File: config.mk
export PLATFORM = sky130hd
export DESIGN_NAME = prog_addr_decoder
export DESIGN_NICKNAME = d
export VERILOG_FILES = /design/src/rtl/prog_addr_decoder.sv
export SDC_FILE = /design/constraint.sdc
export NUM_CORES = 1
export LEC_CHECK = 0
export CAP_MARGIN = 10
export CELL_PAD_IN_SITES_DETAIL_PLACEMENT = 1
export CELL_PAD_IN_SITES_GLOBAL_PLACEMENT = 2
export CORE_ASPECT_RATIO = 0.9
export CORE_MARGIN = 8
export CORE_UTILIZATION = 44
export DETAILED_ROUTE_END_ITERATION = 7
export PLACE_DENSITY_LB_ADDON = 0.1
export SLEW_MARGIN = 20
export SYNTH_ARGS = -nofsm -noshare
export SYNTH_HDL_FRONTEND = slang
export SYNTH_SLANG_ARGS = --single-unit
File: constraint.sdc
create_clock -name clk -period 11.35 [get_ports clk]
set_input_delay 3.405 -clock clk [delete_from_list [all_inputs] [get_ports clk]]
set_output_delay 3.405 -clock clk [all_outputs]
set_load 0.05 [all_outputs]
File: src/rtl/prog_addr_decoder.sv
// prog_addr_decoder: Z80 control-bus strobe decoder with run-time programmable
// page regions, an I/O-port configuration window and a wait-state generator.
module prog_addr_decoder #(
  parameter int          NUM_REGIONS = 8,
  parameter logic [7:0]  CFG_IO_BASE = 8'hC0,
  parameter logic [2:0]  RESET_WS    = 3'd2
) (
  input  logic                   clk,
  input  logic                   rst_n,
  input  logic [15:0]            addr,
  input  logic                   rd_n,
  input  logic                   wr_n,
  input  logic                   mreq_n,
  input  logic                   iorq_n,
  input  logic                   m1_n,
  input  logic                   disable_decode,
  input  logic [7:0]             data_in,
  output logic [7:0]             data_out,
  output logic                   data_oe,
  output logic                   memrd,
  output logic                   memwr,
  output logic                   iord,
  output logic                   iowr,
  output logic                   inta,
  output logic [NUM_REGIONS-1:0] region_ena,
  output logic                   region_hit,
  output logic                   wait_n
);

  typedef enum logic [1:0] {ST_IDLE, ST_WAIT, ST_HOLD} state_t;

  // Per-region configuration
  logic [7:0] r_base [NUM_REGIONS];
  logic [7:0] r_mask [NUM_REGIONS];
  logic       r_en   [NUM_REGIONS];
  logic [2:0] r_ws   [NUM_REGIONS];

  logic       r_cfg_lvl_q;
  logic       r_memcyc_q;
  state_t     r_state;
  logic [2:0] r_cnt;
  logic       r_wait_n;

  logic                   w_win_hit;
  logic                   w_cfg_lvl;
  logic                   w_cfg_we;
  logic [3:0]             w_reg_idx;
  logic [1:0]             w_fld;
  logic [NUM_REGIONS-1:0] w_match;
  logic [NUM_REGIONS-1:0] w_ena;
  logic [2:0]             w_win_ws;
  logic                   w_found;
  logic [7:0]             w_rd_data;
  logic                   w_memcyc;
  logic                   w_unused;

  // CTRL bits [6:3] are not stored; they always read back as zero.
  assign w_unused = ^data_in[6:3];

  assign memrd = ~rd_n & ~mreq_n;
  assign memwr = ~wr_n & ~mreq_n;
  assign iord  = ~rd_n & ~iorq_n & m1_n;
  assign iowr  = ~wr_n & ~iorq_n;
  assign inta  = ~m1_n & ~iorq_n;

  // Config window decodes only addr[7:6]; the upper address byte is ignored.
  assign w_win_hit = (addr[7:6] == CFG_IO_BASE[7:6]);
  assign w_reg_idx = addr[5:2];
  assign w_fld     = addr[1:0];
  assign w_cfg_lvl = iowr & w_win_hit;
  // Only the first sampled edge of an I/O write commits, so a long OUT with
  // wait states never writes twice.
  assign w_cfg_we  = w_cfg_lvl & ~r_cfg_lvl_q & ~disable_decode;

  for (genvar gi = 0; gi < NUM_REGIONS; gi++) begin : g_match
    assign w_match[gi] = r_en[gi] && (((addr[15:8] ^ r_base[gi]) & r_mask[gi]) == 8'h00);
  end

  // Lowest-index matching region wins; winner's wait-state count is forwarded
  always_comb begin
    w_ena    = '0;
    w_win_ws = 3'd0;
    w_found  = 1'b0;
    for (int r = 0; r < NUM_REGIONS; r++) begin
      if (w_match[r] && !w_found) begin
        w_ena[r] = 1'b1;
        w_win_ws = r_ws[r];
        w_found  = 1'b1;
      end
    end
    if (disable_decode) begin
      w_ena    = '0;
      w_win_ws = 3'd0;
    end
  end

  assign region_ena = w_ena;
  assign region_hit = |w_ena;

  // Config readback mux; unimplemented regions and the reserved field read 0
  always_comb begin
    w_rd_data = 8'h00;
    for (int r = 0; r < NUM_REGIONS; r++) begin
      if (w_reg_idx == 4'(r)) begin
        case (w_fld)
          2'd0:    w_rd_data = r_base[r];
          2'd1:    w_rd_data = r_mask[r];
          2'd2:    w_rd_data = {r_en[r], 4'b0000, r_ws[r]};
          default: w_rd_data = 8'h00;
        endcase
      end
    end
  end

  assign data_oe  = iord & w_win_hit & ~disable_decode;
  assign data_out = data_oe ? w_rd_data : 8'h00;

  // Configuration registers and the I/O write edge detector
  always_ff @(posedge clk or negedge rst_n) begin
    if (!rst_n) begin
      r_cfg_lvl_q <= 1'b0;
      for (int r = 0; r < NUM_REGIONS; r++) begin
        r_base[r] <= 8'h00;
        r_mask[r] <= 8'h00;
        r_en[r]   <= (r == 0);
        r_ws[r]   <= (r == 0) ? RESET_WS : 3'd0;
      end
    end else begin
      r_cfg_lvl_q <= w_cfg_lvl;
      for (int r = 0; r < NUM_REGIONS; r++) begin
        if (w_cfg_we && (w_reg_idx == 4'(r))) begin
          case (w_fld)
            2'd0: r_base[r] <= data_in;
            2'd1: r_mask[r] <= data_in;
            2'd2: begin
              r_en[r] <= data_in[7];
              r_ws[r] <= data_in[2:0];
            end
            default: ;
          endcase
        end
      end
    end
  end

  assign w_memcyc = (memrd | memwr) & region_hit;

  // Wait-state FSM; wait_n is registered and low exactly while in WAIT
  always_ff @(posedge clk or negedge rst_n) begin
    if (!rst_n) begin
      r_state    <= ST_IDLE;
      r_cnt      <= 3'd0;
      r_memcyc_q <= 1'b0;
      r_wait_n   <= 1'b1;
    end else begin
      r_memcyc_q <= w_memcyc;
      if (!w_memcyc) begin
        r_state  <= ST_IDLE;
        r_cnt    <= 3'd0;
        r_wait_n <= 1'b1;
      end else begin
        case (r_state)
          ST_IDLE: begin
            if (!r_memcyc_q) begin
              r_cnt <= w_win_ws;
              if (w_win_ws != 3'd0) begin
                r_state  <= ST_WAIT;
                r_wait_n <= 1'b0;
              end else begin
                r_state <= ST_HOLD;
              end
            end
          end
          ST_WAIT: begin
            r_cnt <= r_cnt - 3'd1;
            if (r_cnt == 3'd1) begin
              r_state  <= ST_HOLD;
              r_wait_n <= 1'b1;
            end
          end
          ST_HOLD: ;
          default: begin
            r_state  <= ST_IDLE;
            r_wait_n <= 1'b1;
          end
        endcase
      end
    end
  end

  assign wait_n = r_wait_n;

endmodule

==> flow_summary.json, run 1 <==
{
  "clockRootBuffer": "clkbuf_16",
  "drive_above_1_share_pct": 26.2,
  "final_cell_mix": "dfrtp_1 (165), mux2_2 (160), xor2_1 (64)",
  "n_antenna_cell": 0,
  "clk-insertion-delay-late_ns": 0.44,
  "synth.area.mux_share_pct": 25.8,
  "skew_ns": 0.00927,
  "critPathKind": "input pin to output port",
  "initial_core_util_pct": 45.1,
  "crit_fanout": 12,
  "grt_pass1_vias": 7667,
  "drc": 0,
  "portBuffers": 55,
  "final.period_utilization_pct": 91.9,
  "arrival_ns": 7.03,
  "synth_simple_gate_area_share_pct": 9.23,
  "rrSetupSlack_ns": 8.17,
  "cts_tree": "yes",
  "wl_per_cell_um": 26.7,
  "synthXorXnorAreaFrac_pct": 5.95,
  "clk_path_buf_depth": 2,
  "netlist_instances": 831,
  "drv_cap": 0,
  "vdd_drop_max_mv": 0.0778,
  "ys_seq_area_share_pct": 44.6,
  "synth_fp_nets": 865,
  "fmax_mhz": 95.9,
  "pre_cts_ws_ns": 1.01,
  "setup_tns_ns": 0,
  "rsz0062_at_grt": "no",
  "fp.coreArea_sq_um": 20900,
  "timing.hold.ws_ns": 0.521,
  "ios": 56,
  "postCtsHoldBufs": 0,
  "rows": 50,
  "die-area_sq_um": 26400,
  "yosysUniqueCellTypes": 66,
  "hpwl_mm": 22.0,
  "synthArstFlopShare_pct": 100,
  "cp-end-kind": "output port",
  "grt_max_degree": 104,
  "synth_warnings": 0,
  "cts_made_buffers": 17,
  "first_pass_iters": 5,
  "grt_antenna_before_repair": 0,
  "tightest_slew_ns": 1.09,
  "holdCritPathClass": "flip-flop to flip-flop",
  "synth_edf_count": 0,
  "gp_congestion": 0.859,
  "layout_commonest_cell": "dfrtp_1",
  "synth_fa_ha_area_share_pct": 0.266,
  "ys_ff_latch": 168,
  "viasPerCell": 6.01,
  "grt_pass1_wl_mm": 47.8,
  "cp-start-kind": "input pin",
  "gr-total-overflow": 0,
  "hold_viol_final": 0,
  "fin_nets": 892,
  "synth_flop_cell": "dfrtp_1",
  "postSynthAreaPerCell_sq_um": 11.3,
  "die_h_um": 155,
  "status": "finished clean",
  "synth.cell_area_sq_um": 9420,
  "synth_top_family_by_area": "multiplexers",
  "antenna_left": 0,
  "clkTransAtPathRegs_ns": 0.07,
  "synth_compound_area_share_pct": 10.7,
  "post_cts_buffers": 0,
  "area_growth_pct": 13.4,
  "grt_use_total_pct": 24.1,
  "relSlewSlack_pct": 26.9,
  "drt_iter0_drc": 524,
  "post_cts_resized": 0,
  "cp.required_ns": 7.95,
  "p_per_area_nw_per_um2": 124,
  "h-tree-depth": 4,
  "leakage_uw": 0.00493,
  "via_count": 6957,
  "layout_min_cycle_time_ns": 10.43,
  "final.setup.worst_slack_ns": 0.919,
  "slew_viol_final": 0,
  "fin_util_pct": 51.2,
  "power.total_uw": 1330,
  "die_w_um": 170,
  "wirelength_mm": 30.9,
  "setup_viol_count_final": 0,
  "clock-sinks": 168
}
==> worst max-delay path, stage by stage <==
cell	delay, ns
clkdlybuf4s50_1	0.73
xor2_1	0.31
a22o_1	0.25
a221oi_1	0.47
and4_1	0.60
nor3b_1	0.16
a21oi_2	0.23
clkdlybuf4s50_1	0.85
==> report_power, final <==
part           total [uW]  switching [uW]  internal (uW)  leakage [uW]
clock                 596             276            320      0.000290
combinational         117            77.2           39.4       0.00231
sequential            616            8.83            607       0.00233
==> worst paths after layout <==
path,from,to,cells after the start
max reg2reg,r_base[18],r_state[0],9
min in group asynchronous,rst_n,r_base[3],1
min reg2reg,r_ws[12],r_ws[12],1
max in group asynchronous,rst_n,r_ws[21],2
max,addr[10],region_hit,8
min,r_ws[12],r_ws[12],1
==> synthesized netlist by cell type (5+ instances only) <==
library cell | number | area [sq um]
inv_1 | 12 | 45.0
o21ai_0 | 23 | 115
dfrtp_1 | 165 | 4130
nand2b_1 | 10 | 62.6
buf_6 | 7 | 78.8
o211ai_1 | 5 | 37.5
nand2_1 | 57 | 214
o32ai_1 | 7 | 61.3
a222oi_1 | 8 | 80.1
nor3_1 | 15 | 75.1
a21oi_1 | 21 | 105
nor2_1 | 44 | 165
buf_2 | 7 | 35.0
a21boi_0 | 5 | 37.5
o22ai_1 | 15 | 93.8
nor3b_1 | 5 | 37.5
a22oi_1 | 18 | 135
clkbuf_1 | 34 | 128
mux2_2 | 160 | 1800
xor2_1 | 64 | 561
mux2i_1 | 54 | 541
or2_2 | 5 | 31.3
a31oi_1 | 9 | 56.3
==> metrics by stage <==
step	instances	area (sq um)
2_1_floorplan	831	9420
3_3_place_gp	1125	10100
3_5_place_dp	1125	10100
4_1_cts	1157	10700
5_1_grt	1157	10700
6_report	1157	10700
==> cell type report <==
cell class                      instances  area (sq um)
Fill cell                            2237         10200
Multi-Input combinational cell        597          4890
Sequential cell                       168          4210
Timing Repair Buffer                   62           584
Clock buffer                           19           443
Tap cell                              286           358
Clock inverter                         13           156
Inverter                               12          45.0
==> state kept, by name, indices dropped and copies added, names as in the netlist <==
register,count
wait_n,1
r_ws,24
r_memcyc_q,1
r_state,2
r_base,64
r_cnt,3
r_en,8
r_mask,64
r_cfg_lvl_q,1
==> logic make-up (layout without fill, tap and decap cells) <==
group                    count (synthesis)  count (layout)
multiplexers                           218             218
AND/OR/NAND/NOR                        171             171
flip-flops                             168             168
AO/OA/AOI/OAI                          142             142
buffers and inverters                   66             106
XOR/XNOR                                64              64
adder cells (fa/ha/maj)                  2               2
==> routing by layer <==
layer  share of wire (%)  global-route usage (%)  vias up
li1                    -                       -     3097
met1                  46                    32.6     3660
met2                  48                    39.1      175
met3                 4.7                    4.30       25
met4                 1.4                    6.14        0
met5                   0                       0        -
Power figures use the tool's default switching activity.
==> run 2: changes to the inputs <==
Settings changed: CAP_MARGIN 10 to default.
==> results of run 2 <==
Final layout, timing and power as in run 1 (identical DEF).
